$ cat src/rtl/serial_deserializer.sv
// Serial-to-parallel receiver: packs WIDTH-bit beats MSB-first into a 32-bit word with a held output and overrun flag.
// Optional inactivity timeout is compiled in when RX_TIMEOUT_EN is defined.
module serial_deserializer #(
  parameter int WIDTH   = 4,
  parameter int TIMEOUT = 16
) (
  input  logic             Clk,
  input  logic             Reset,
  input  logic [WIDTH-1:0] Din,
  input  logic             DinValid,
  input  logic             TxDone,
  input  logic             DataAck,
  output logic [31:0]      DataOut,
  output logic             DataValid,
  output logic             RxBusy,
  output logic             FrameError,
  output logic             Overrun
);

  localparam int BEATS = 32 / WIDTH;
  localparam int CNT_W = (BEATS > 1) ? $clog2(BEATS) : 1;
  localparam logic [CNT_W-1:0] LAST_BEAT = CNT_W'(BEATS - 1);

  typedef enum logic {IDLE, SHIFT} state_e;

  state_e                 state_q, state_d;
  logic [CNT_W-1:0]       cnt_q, cnt_d;
  // Only the earlier beats are stored; the current beat joins them straight from Din.
  logic [31-WIDTH:0]      shreg_q, shreg_d;
  logic [31:0]            data_q, data_d;
  logic                   valid_q, valid_d;
  logic                   fe_q, fe_d;
  logic                   ovr_q, ovr_d;

  logic [31:0]            word_w;
  logic                   complete;
  logic                   abort;
  logic                   timeout_hit;

  assign word_w = {shreg_q, Din};

`ifdef RX_TIMEOUT_EN
  localparam int GAP_W = $clog2(TIMEOUT + 1);

  logic [GAP_W-1:0] gap_q, gap_d, gap_inc;
  logic             counting;

  always_comb begin
    counting    = (state_q == SHIFT) && !DinValid;
    gap_inc     = gap_q + GAP_W'(1);
    timeout_hit = counting && (gap_inc == GAP_W'(TIMEOUT));
    gap_d       = (counting && !timeout_hit) ? gap_inc : '0;
  end

  always_ff @(posedge Clk or negedge Reset) begin
    if (!Reset) gap_q <= '0;
    else        gap_q <= gap_d;
  end
`else
  assign timeout_hit = 1'b0;
`endif

  // Datapath next-state: beat shift, completion, abort and output hand-off.
  always_comb begin
    // NOTE: every signal gets a default first so no path leaves one unassigned and infers a latch.
    shreg_d  = shreg_q;
    cnt_d    = cnt_q;
    data_d   = data_q;
    valid_d  = valid_q;
    ovr_d    = ovr_q;
    complete = 1'b0;

    if (DinValid) begin
      shreg_d = word_w[31-WIDTH:0];
      if (cnt_q == LAST_BEAT) begin
        cnt_d    = '0;
        complete = 1'b1;
      end else begin
        cnt_d = cnt_q + CNT_W'(1);
      end
    end

    // TxDone is judged against the count after this cycle's beat.
    abort = (TxDone && (cnt_d != '0)) || timeout_hit;
    if (abort) begin
      cnt_d   = '0;
      shreg_d = '0;
    end
    fe_d = abort;

    if (complete) begin
      if (!valid_q || DataAck) begin
        data_d  = word_w;
        valid_d = 1'b1;
      end else begin
        ovr_d = 1'b1;
      end
    end else if (DataAck) begin
      valid_d = 1'b0;
    end
  end

  // FSM: state register.
  always_ff @(posedge Clk or negedge Reset) begin
    // NOTE: sequential state uses non-blocking assignments so every register samples pre-edge values.
    if (!Reset) state_q <= IDLE;
    else        state_q <= state_d;
  end

  // FSM: next state.
  always_comb begin
    state_d = state_q;
    unique case (state_q)
      IDLE:    if (DinValid && (BEATS > 1) && !abort) state_d = SHIFT;
      SHIFT:   if (complete || abort)                 state_d = IDLE;
      default: state_d = IDLE;
    endcase
  end

  // FSM: outputs.
  always_comb begin
    RxBusy = (state_q == SHIFT);
  end

  always_ff @(posedge Clk or negedge Reset) begin
    if (!Reset) begin
      cnt_q   <= '0;
      shreg_q <= '0;
      data_q  <= '0;
      valid_q <= 1'b0;
      fe_q    <= 1'b0;
      ovr_q   <= 1'b0;
    end else begin
      cnt_q   <= cnt_d;
      shreg_q <= shreg_d;
      data_q  <= data_d;
      valid_q <= valid_d;
      fe_q    <= fe_d;
      ovr_q   <= ovr_d;
    end
  end

  assign DataOut    = data_q;
  assign DataValid  = valid_q;
  assign FrameError = fe_q;
  assign Overrun    = ovr_q;

endmodule

$ cat config.mk
export PLATFORM = sky130hd
export DESIGN_NAME = serial_deserializer
export DESIGN_NICKNAME = d
export VERILOG_FILES = /design/src/rtl/serial_deserializer.sv
export SDC_FILE = /design/constraint.sdc
export NUM_CORES = 1
export LEC_CHECK = 0
export BUFFER_PORTS_ARGS = -buffer_cell sky130_fd_sc_hd__buf_4
export CAP_MARGIN = 5
export CORE_MARGIN = 10
export CORE_UTILIZATION = 40
export DETAILED_ROUTE_END_ITERATION = 8
export SYNTH_ARGS = -nofsm -noshare
export SYNTH_HDL_FRONTEND = slang
export SYNTH_SLANG_ARGS = --single-unit
$ cat constraint.sdc
create_clock -name Clk -period 3.1 [get_ports Clk]
set_clock_uncertainty 0.2 [all_clocks]
set_input_delay 0.155 -clock Clk [delete_from_list [all_inputs] [get_ports Clk]]
set_output_delay 0.155 -clock Clk [all_outputs]
set_load 0.005 [all_outputs]
# After elaboration in Yosys (flattened, before gate mapping)
# Index checks and enable logic that the tools add are counted.
# Widths: inputs -> output; s select.
# totals
reg_bits	67
mem_bits_rw	0
word_cells	37
rom_bits	0
latchBits	0
inputBits	9
memories	0
# op_classes
n_bitwise	2
shifts	0
order_cmp	0
reduce_logical	12
mux	13
n_eq_ne	2
div_mod_pow	0
multipliers	0
addsub	1
# ops
operator	count
$mux 28	2
$mux 3	3
$mux 1	7
$reduce_and 2->1	3
$reduce_bool 2->1	2
$add 3x1->3 const B	1
$eq 3x3->1 const B	1
$reduce_bool 3->1	1
$logic_and 1x1->1	2
$logic_not 1->1	2
$logic_or 1x1->1	2
$ne 2x1->1 const B	1
$not 1->1	2
$pmux 1 s2	1

# Longest topological paths before layout
# Gate-level depths: netlist of the first run.
# logic_depth
depth_word	9
depth_mapped	7
depth_no_buf	5

# Worst setup path after synthesis of the first run
# No wires, ideal clock.
# synth_timing
path_kind	register -> register
from	register cnt_q[0]
to	register shreg_q[0]
n_path_buf	1
slack_ns	1.235
setup_time_ns	0.119
path_stages_with_launch	7
synth_period_minus_slack_ns	1.865
t_required_ns	2.781
t_arrival_ns	1.546
cell_sequence	dfrtp_1 > ha_1 > ha_1 > or2_1 > a31oi_2 > buf_6 > nor2_2
# synth_between
elab_chain_cells	6
elab_cells_between_ends	8
cone_classes	1 x add/sub; 1 x eq/ne; 3 x mux; 3 x reduce/logical
# synth_lines
element	line	text
start, declared	27	logic [CNT_W-1:0] cnt_q, cnt_d;
start signal, assigned	134	cnt_q <= cnt_d;
$add 3x1->3 / $eq 3x3->1 (equally long branches)	79, 75	
$mux 3	75	if (cnt_q == LAST_BEAT) begin
$mux 3 *	73	if (DinValid) begin
$reduce_bool 3->1 *	84	abort = (TxDone && (cnt_d != '0)) || timeout_hit;
$logic_and 1x1->1 *	84	
$mux 28 / $reduce_bool 2->1 (equally long branches)	-	
end signal, assigned	135	shreg_q <= shreg_d;
end, declared	29	logic [31-WIDTH:0] shreg_q, shreg_d;
# Every way passes the cells marked *; elsewhere a longest branch is shown, timed or not.
# A chain may end at the register's enable or synchronous reset.

# Worst setup path after layout of the first run
# layout_timing
from	register cnt_q[0]
to	register data_q[30] (netlist: DataOut[30])
# layout_between
elab_chain_cells	4
# layout_lines
element	line	text
$eq 3x3->1	75	
$mux 1	75	
$mux 1	73	
$reduce_and 2->1 (no line)	-	
end signal, assigned	136	data_q <= data_d;
end, declared	30	logic [31:0] data_q, data_d;
# No other way between the ends.

==> metrics.txt, run 1 <==
# TYPE chip_impl_metric gauge
chip_impl_info{name="status",value="finished, final reports clean"} 1
chip_impl_info{name="rsz0062_at_grt",value="no"} 1
chip_impl_info{name="tritoncts_clock_tree",value="done"} 1
chip_impl_metric{name="clock_path_buffers",unit=""} 2
chip_impl_metric{name="first_global_vias",unit=""} 1697
chip_impl_metric{name="layout.nets",unit=""} 253
chip_impl_info{name="post-synth-top-area-cell",value="sky130_fd_sc_hd__dfrtp_1"} 1
chip_impl_metric{name="syn-cell-area",unit="µm²"} 2880
chip_impl_metric{name="total_leakage_power",unit="nW"} 1.81
chip_impl_metric{name="finalWeightedCongestion",unit=""} 0.729
chip_impl_metric{name="pin_count",unit=""} 45
chip_impl_metric{name="finalHoldViolCount",unit=""} 0
chip_impl_metric{name="worstPathRequired",unit="ns"} 3.10
chip_impl_metric{name="syn_area_per_cell",unit="µm²"} 15.4
chip_impl_metric{name="drt-total-wl",unit="mm"} 5.17
chip_impl_info{name="clock_root_cell",value="sky130_fd_sc_hd__clkbuf_8"} 1
chip_impl_metric{name="insertion_delay",unit="ns"} 0.33
chip_impl_metric{name="die-width",unit="µm"} 105
chip_impl_metric{name="yosys_warnings",unit=""} 0
chip_impl_metric{name="drtAntennaViolNets",unit=""} 0
chip_impl_metric{name="fin_setup_tns",unit="ns"} 0
chip_impl_metric{name="max_slew.worst_pin.slew",unit="ns"} 0.821
chip_impl_metric{name="detail_route.drc_violations",unit=""} 0
chip_impl_metric{name="fin_util",unit="%"} 51.5
chip_impl_info{name="hold_path_class",value="in -> async"} 1
chip_impl_metric{name="synth_fp_nets",unit=""} 198
chip_impl_metric{name="achievable-frequency",unit="GHz"} 0.424
chip_impl_metric{name="all_layer_global_routing_usage",unit="%"} 9.86
chip_impl_metric{name="drtIter0Drc",unit=""} 34
chip_impl_metric{name="routed_wl_per_cell",unit="µm"} 15.1
chip_impl_metric{name="initial_core_util",unit="%"} 41.7
chip_impl_metric{name="setup-violations-final",unit=""} 0
chip_impl_metric{name="hpwl_dp",unit="mm"} 3.45
chip_impl_metric{name="drive_above_1_share",unit="%"} 50.0
chip_impl_metric{name="postSynthRegisterBits",unit=""} 67
chip_impl_metric{name="port-buffer-count",unit=""} 44
chip_impl_metric{name="grt_antenna_before_repair",unit=""} 0
chip_impl_metric{name="share_of_the_yosys_chip_area_belonging_to_registers",unit="%"} 58.2
chip_impl_metric{name="via_per_inst",unit=""} 4.58
chip_impl_metric{name="clock_tree.htree_level_count",unit=""} 3
chip_impl_metric{name="std_cell_rows",unit=""} 30
chip_impl_metric{name="numCtsBuffers",unit=""} 9
chip_impl_metric{name="clock_sink_count",unit=""} 67
chip_impl_metric{name="timing.slew.headroom",unit="%"} 45.2
chip_impl_metric{name="finalMaxSlewViolations",unit=""} 0
chip_impl_metric{name="layout_worst_path_cycle_share",unit="%"} 76.0
chip_impl_info{name="synth_most_common_cell",value="sky130_fd_sc_hd__dfrtp_1"} 1
chip_impl_metric{name="worst_ep_arrival_time",unit="ns"} 2.36
chip_impl_metric{name="num_vias",unit=""} 1567
chip_impl_info{name="dominantRegCellSynth",value="sky130_fd_sc_hd__dfrtp_1"} 1
chip_impl_metric{name="cp_max_fo",unit=""} 21
chip_impl_metric{name="timing.max_cap.violations",unit=""} 0
chip_impl_metric{name="asyncSetResetFlopFracSynth",unit="%"} 100
chip_impl_metric{name="syn_inst",unit=""} 187
chip_impl_metric{name="time_the_final_worst_path_needs_with_i_o_delays_and_setup",unit="ns"} 2.36
chip_impl_metric{name="fin_hold_ws",unit="ns"} 0.259
chip_impl_info{name="crit_path_end_kind",value="flip-flop"} 1
chip_impl_metric{name="clk_pin_slew_worst_paths",unit="ns"} 0.07
chip_impl_metric{name="synth_cell_type_count",unit=""} 19
chip_impl_metric{name="grt-ovfl-total",unit=""} 0
chip_impl_metric{name="drt_pre_antenna_iters",unit=""} 4
chip_impl_metric{name="synth-edff-count",unit=""} 0
chip_impl_metric{name="synth_top_area_share",unit="%"} 58.2
chip_impl_info{name="crit_type",value="reg -> reg"} 1
chip_impl_metric{name="peakVddDrop",unit="V"} 0.000253
chip_impl_info{name="synth.top_cells.by_area",value="sky130_fd_sc_hd__dfrtp_1 (58%), sky130_fd_sc_hd__mux2_4 (16%), sky130_fd_sc_hd__mux2i_1 (11%)"} 1
chip_impl_metric{name="post-cts-setup-buffers",unit=""} 0
chip_impl_info{name="crit_path_start_kind",value="flip-flop"} 1
chip_impl_metric{name="power-per-cell-area",unit="nW/µm²"} 500
chip_impl_metric{name="antenna_cells",unit=""} 0
chip_impl_metric{name="height_of_the_chip",unit="µm"} 105
chip_impl_info{name="yosys-top-cells-count",value="sky130_fd_sc_hd__dfrtp_1 (67), sky130_fd_sc_hd__mux2i_1 (31), sky130_fd_sc_hd__mux2_4 (30)"} 1
chip_impl_metric{name="area_growth_syn_to_layout",unit="%"} 23.6
chip_impl_metric{name="maximum_number_of_pins_on_one_net_before_global_route_repair",unit=""} 68
chip_impl_metric{name="fp.coreArea",unit="µm²"} 6910
chip_impl_metric{name="grt_first_pass_wirelength",unit="mm"} 8.86
chip_impl_metric{name="dieArea",unit="µm²"} 11000
report_power, final:
part	switching, mW	internal (mW)	total, mW
logic	0.0771	0.0610	0.138
clock network	0.301	0.411	0.712
registers	0.0267	0.904	0.930
sequential cells by signal (all words and copies together) (netlist names):
name	count
shreg_q	28
DataOut	32
Overrun	1
FrameError	1
cnt_q	3
DataValid	1
RxBusy	1
worst paths after layout:
kind | start | to | slack [ns] | cells past startpoint
worst max-delay path | cnt_q[0]$_DFF_PN0_ | DataOut[30]$_DFFE_PN0P_ | 0.74 | 6
worst min-delay path | Reset | DataOut[24]$_DFFE_PN0P_ | 0.26 | 2
worst max register to register | cnt_q[0]$_DFF_PN0_ | DataOut[30]$_DFFE_PN0P_ | 0.74 | 6
worst min register to register | shreg_q[26]$_DFFE_PN0P_ | DataOut[30]$_DFFE_PN0P_ | 0.29 | 1
max in group asynchronous | Reset | DataOut[23]$_DFFE_PN0P_ | 1.89 | 2
min in group Clk | shreg_q[26]$_DFFE_PN0P_ | DataOut[30]$_DFFE_PN0P_ | 0.29 | 1
stage by stage:
step | power (mW) | cell area [µm²] | instances | setup WS, ns
floorplan | 1.03 | 2880 | 187 | 1.23
global placement | 1.08 | 3290 | 319 | 0.842
detailed placement | 1.08 | 3290 | 319 | 0.758
CTS | 1.81 | 3560 | 342 | 0.741
global route | 1.86 | 3560 | 342 | 0.632
finish | 1.78 | 3560 | 342 | 0.744
cells in the final DEF (no fill, tap or decap), types with 2 or more instances in the layout:
cell                            instances
sky130_fd_sc_hd__dlygate4sd3_1          8
sky130_fd_sc_hd__clkbuf_8              11
sky130_fd_sc_hd__nor2_2                29
sky130_fd_sc_hd__mux2i_1               31
sky130_fd_sc_hd__mux2_1                 2
sky130_fd_sc_hd__buf_12                 2
sky130_fd_sc_hd__mux2_4                30
sky130_fd_sc_hd__buf_4                 45
sky130_fd_sc_hd__dfrtp_1               67
sky130_fd_sc_hd__ha_1                   2
sky130_fd_sc_hd__nor2_1                 5
sky130_fd_sc_hd__clkbuf_1               2
metal layers:
metal  vias up  share of wire (%)  GRT usage (%)
li1        751                  -              -
met4         0                1.3           5.00
met3         7                5.4           3.19
met5         -                  0              0
met2        33                 47           14.9
met1       776                 46           12.3
final cells by class:
| type | count | area, µm² |
|---|---|---|
| Clock buffer | 13 | 159 |
| Clock inverter | 2 | 35.0 |
| Fill cell | 604 | 3350 |
| Multi-Input combinational cell | 109 | 1110 |
| Sequential cell | 67 | 1680 |
| Tap cell | 96 | 120 |
| Timing Repair Buffer | 55 | 458 |
cell families after synthesis:
family | Yosys count | synth area share (%)
AO/OA/AOI/OAI | 4 | 1.83
adder cells (fa/ha/maj) | 2 | 0.869
buffers and inverters | 11 | 3.65
flip-flops | 67 | 58.2
multiplexers | 63 | 27.2
AND/OR/NAND/NOR | 40 | 8.21
critical path, cell delays in order, from the launching register on:
cell and delay [ns]:
sky130_fd_sc_hd__dfrtp_1 0.44, sky130_fd_sc_hd__ha_1 0.20, sky130_fd_sc_hd__ha_1 0.22, sky130_fd_sc_hd__nand2_2 0.11, sky130_fd_sc_hd__nor2b_4 0.46, sky130_fd_sc_hd__buf_12 0.27
sky130_fd_sc_hd__mux2_1 0.33
timing repair:
item                                    4_1_cts  5_1_grt
hold buffers                                  8        0
resized for setup                             0        0
hold endpoints to repair                     80        0
endpoints found under the setup margin        0        0
No activity file was read; power rests on OpenSTA's default activity.
==> run 2, diff against run 1 <==
--- a/config.mk
+++ b/config.mk
@@ -5,6 +5,7 @@
 export SDC_FILE = /design/constraint.sdc
 export NUM_CORES = 1
 export LEC_CHECK = 0
+export ABC_AREA = 1
 export BUFFER_PORTS_ARGS = -buffer_cell sky130_fd_sc_hd__buf_4
 export CAP_MARGIN = 5
 export CORE_MARGIN = 10
==> constraint.sdc (replaced) <==
create_clock -name Clk -period 1.9 [get_ports Clk]
set_clock_uncertainty 0.2 [all_clocks]
set_input_delay 0.095 -clock Clk [delete_from_list [all_inputs] [get_ports Clk]]
set_output_delay 0.095 -clock Clk [all_outputs]
set_load 0.005 [all_outputs]
==> run 2 against run 1 <==
- utilization shrank 0.88 points
- highest routed layer unchanged
- non-clock buffer count grew 7
- critical endpoint is now RxBusy$_DFF_PN0_
- total power grew 61%
- clock power grew 38%
==> metrics.txt, run 2 <==
# TYPE chip_impl_metric gauge
chip_impl_metric{name="area_growth_syn_to_layout",unit="%"} 23.0
chip_impl_metric{name="hpwl_dp",unit="mm"} 4.12
chip_impl_metric{name="syn_area_per_cell",unit="µm²"} 10.2
chip_impl_metric{name="finalMaxSlewViolations",unit=""} 0
chip_impl_metric{name="largest_register_ff_count",unit=""} 32
chip_impl_info{name="crit_path_end_kind",value="flip-flop"} 1
chip_impl_metric{name="drtAntennaViolNets",unit=""} 0
chip_impl_info{name="yosys-top-cells-count",value="sky130_fd_sc_hd__nand2_1 (72), sky130_fd_sc_hd__dfrtp_1 (67), sky130_fd_sc_hd__a21oi_1 (34)"} 1
chip_impl_metric{name="layout.nets",unit=""} 339
chip_impl_metric{name="postSynthRegisterBits",unit=""} 67
chip_impl_metric{name="final_power",unit="mW"} 2.86
chip_impl_metric{name="syn-cell-area",unit="µm²"} 2800
chip_impl_metric{name="peakVddDrop",unit="V"} 0.000518
chip_impl_metric{name="syn_inst",unit=""} 275
chip_impl_info{name="hold_path_class",value="in -> async"} 1
chip_impl_info{name="post-synth-top-area-cell",value="sky130_fd_sc_hd__dfrtp_1"} 1
chip_impl_metric{name="fp.coreArea",unit="µm²"} 6790
chip_impl_metric{name="all_layer_global_routing_usage",unit="%"} 11.7
chip_impl_info{name="layout.cells.most_common",value="sky130_fd_sc_hd__nand2_1"} 1
chip_impl_metric{name="worst_ep_arrival_time",unit="ns"} 1.82
chip_impl_metric{name="synth_fp_nets",unit=""} 286
chip_impl_info{name="critical_path.slowest_cell",value="sky130_fd_sc_hd__dfrtp_1"} 1
chip_impl_metric{name="std_cell_rows",unit=""} 30
chip_impl_metric{name="achievable-frequency",unit="GHz"} 0.564
chip_impl_metric{name="timing.slew.headroom",unit="%"} 75.1
chip_impl_metric{name="power-per-cell-area",unit="nW/µm²"} 832
chip_impl_metric{name="drtIter0Drc",unit=""} 99
chip_impl_metric{name="synth_compound_gate_area_share",unit="%"} 7.06
chip_impl_info{name="rsz0062_at_grt",value="no"} 1
chip_impl_metric{name="total_leakage_power",unit="nW"} 1.87
chip_impl_metric{name="height_of_the_chip",unit="µm"} 104
chip_impl_info{name="clock_root_cell",value="sky130_fd_sc_hd__clkbuf_8"} 1
chip_impl_metric{name="drt-total-wl",unit="mm"} 6.01
chip_impl_metric{name="drt_pre_antenna_iters",unit=""} 4
chip_impl_metric{name="final_critical_path_setup_slack",unit="ns"} 0.128
chip_impl_metric{name="grt-ovfl-total",unit=""} 0
chip_impl_info{name="most-common-layout-cells",value="sky130_fd_sc_hd__nand2_1 (72), sky130_fd_sc_hd__dfrtp_1 (67), sky130_fd_sc_hd__buf_4 (54), sky130_fd_sc_hd__a21oi_1 (33), sky130_fd_sc_hd__nand3_1 (29)"} 1
chip_impl_metric{name="synth_top_area_share",unit="%"} 59.9
chip_impl_metric{name="antenna_cells",unit=""} 0
chip_impl_metric{name="synth_cell_type_count",unit=""} 20
chip_impl_metric{name="time_the_final_worst_path_needs_with_i_o_delays_and_setup",unit="ns"} 1.77
chip_impl_metric{name="max_slew.worst_pin.slew",unit="ns"} 0.374
chip_impl_metric{name="timing.critical_path.buf_inv",unit=""} 2
chip_impl_metric{name="initial_core_util",unit="%"} 41.2
chip_impl_metric{name="die-width",unit="µm"} 104
chip_impl_metric{name="layout_worst_path_cycle_share",unit="%"} 93.2
chip_impl_info{name="synth_most_common_cell",value="sky130_fd_sc_hd__nand2_1"} 1
chip_impl_metric{name="timing.max_cap.violations",unit=""} 0
chip_impl_info{name="worst_r2r_startpoint",value="cnt_q[0]$_DFF_PN0_"} 1
chip_impl_metric{name="insertion_delay",unit="ns"} 0.33
chip_impl_metric{name="synth_area_in_xor_xnor",unit="%"} 0
chip_impl_metric{name="timing.critical_path.slowest_cell_delay",unit="ns"} 0.40
chip_impl_metric{name="share_of_the_yosys_chip_area_belonging_to_registers",unit="%"} 59.9
chip_impl_metric{name="clk_pin_slew_worst_paths",unit="ns"} 0.07
chip_impl_info{name="dominantRegCellSynth",value="sky130_fd_sc_hd__dfrtp_1"} 1
chip_impl_metric{name="first_global_vias",unit=""} 2121
chip_impl_info{name="worst_setup_path_startpoint",value="cnt_q[0]$_DFF_PN0_"} 1
chip_impl_metric{name="clock_path_buffers",unit=""} 2
chip_impl_info{name="crit_type",value="reg -> reg"} 1
chip_impl_metric{name="synth.area.mux_share",unit="%"} 8.94
chip_impl_info{name="crit_path_start_kind",value="flip-flop"} 1
chip_impl_metric{name="finalWeightedCongestion",unit=""} 0.721
chip_impl_info{name="status",value="finished, final reports clean"} 1
chip_impl_info{name="synth.top_cells.by_area",value="sky130_fd_sc_hd__dfrtp_1 (60%), sky130_fd_sc_hd__nand2_1 (9.7%), sky130_fd_sc_hd__mux2i_1 (8.9%)"} 1
chip_impl_metric{name="detail_route.drc_violations",unit=""} 0
chip_impl_metric{name="num_vias",unit=""} 2047
chip_impl_metric{name="finalHoldViolCount",unit=""} 0
chip_impl_metric{name="simple_gate_share_of_the_synthesized_area",unit="%"} 17.0
chip_impl_metric{name="post_synth_fa_ha_maj_area_fraction",unit="%"} 0.894
chip_impl_metric{name="routed_wl_per_cell",unit="µm"} 14.0
chip_impl_info{name="cp_cell_sequence",value="ha_1, ha_1, inv_1, nand2_1, nand2_1, nand3_4, buf_6, a21oi_1"} 1
chip_impl_metric{name="yosys_warnings",unit=""} 0
chip_impl_metric{name="grt_first_pass_wirelength",unit="mm"} 10.5
chip_impl_metric{name="fin_util",unit="%"} 50.7
chip_impl_info{name="tritoncts_clock_tree",value="done"} 1
chip_impl_metric{name="cp_max_fo",unit=""} 20
chip_impl_info{name="dominant_combinational_cell_family_by_area_after_synthesis",value="simple AND/OR/NAND/NOR gates"} 1
chip_impl_metric{name="dieArea",unit="µm²"} 10700
chip_impl_metric{name="drive_above_1_share",unit="%"} 22.6
chip_impl_metric{name="clock_sink_count",unit=""} 67
chip_impl_metric{name="asyncSetResetFlopFracSynth",unit="%"} 100
chip_impl_metric{name="worstPathRequired",unit="ns"} 1.95
chip_impl_metric{name="setup-violations-final",unit=""} 0
chip_impl_metric{name="port-buffer-count",unit=""} 44
chip_impl_metric{name="grt_antenna_before_repair",unit=""} 0
chip_impl_metric{name="fin_setup_tns",unit="ns"} 0
chip_impl_info{name="cell_family_with_the_largest_share_of_critical_path_delay",value="adder cells"} 1
chip_impl_metric{name="clock_tree.htree_level_count",unit=""} 3
chip_impl_metric{name="pin_count",unit=""} 45
chip_impl_metric{name="rrSetupSlack",unit="ns"} 0.13
chip_impl_metric{name="numCtsBuffers",unit=""} 9
chip_impl_metric{name="synth-edff-count",unit=""} 0
chip_impl_metric{name="via_per_inst",unit=""} 4.78
chip_impl_metric{name="dp_worst_setup_slack",unit="ns"} 0.0891
chip_impl_metric{name="maximum_number_of_pins_on_one_net_before_global_route_repair",unit=""} 34
[run 2: cell count changes after synthesis, sizes merged, moves of 2 or more]
| cell | previous run | this run |
|---|---|---|
| o21ai | 1 | 4 |
| mux2i | 31 | 25 |
| nand2 | 2 | 74 |
| clkbuf | 0 | 7 |
| nor2 | 34 | 4 |
| buf | 11 | 13 |
| nand3 | 1 | 31 |
| inv | 0 | 12 |
| mux2 | 32 | 0 |
| a21oi | 0 | 34 |
[run 2: routing by layer]
layer  part of all wire, %  vias up  track usage, %
met3                   4.0        8            2.91
met4                   1.8        0            5.37
met5                     0        -               0
met2                    48       42            18.2
met1                    47      986            14.9
li1                      -     1011               -
[run 2: worst paths after layout]
check | to | cells past startpoint
setup reg to reg | RxBusy$_DFF_PN0_ | 8
hold / removal | shreg_q[25]$_DFFE_PN0P_ | 2
max in group asynchronous | DataOut[14]$_DFFE_PN0P_ | 3
hold reg to reg | DataOut[20]$_DFFE_PN0P_ | 2
setup / recovery | RxBusy$_DFF_PN0_ | 8
min in group Clk | Overrun$_DFFE_PN0P_ | 5
[run 2: final cells by class]
type	count	area (µm²)
multi-input cells	176	953
inverters	12	45.0
clock inverters	3	15.0
flip-flops and latches	67	1680
repair buffers	62	487
well taps	96	120
clock buffers	12	145
fillers	635	3350
[run 2: kinds of logic after synthesis]
group	Yosys count
buf+inv	32
flops	67
simple gates	110
fa+ha+maj	2
mux	25
compound gates	39
[run 2: where the power goes]
group          total [mW]  switching, mW  internal (mW)
clock network       0.980          0.485          0.496
logic               0.330          0.177          0.153
registers            1.55         0.0508           1.50
total                2.86          0.712           2.15
[run 2: repair_timing]
| action | 4_1_cts | 5_1_grt |
|---|---|---|
| endpoints found under the hold margin | 99 | 0 |
| resized for setup | 0 | 2 |
| buffers inserted | 0 | 0 |
| setup endpoints to repair | 0 | 18 |
| hold buffers | 7 | 0 |
[run 2: metrics by stage]
stage	instance area, µm²	hold slack [ns]	cells
after floorplan	2800	-0.401	275
after global placement	3200	-0.152	406
after detailed placement	3200	-0.155	406
after CTS	3430	0.0168	428
after global routing	3440	0.0624	428
final	3440	0.0135	428
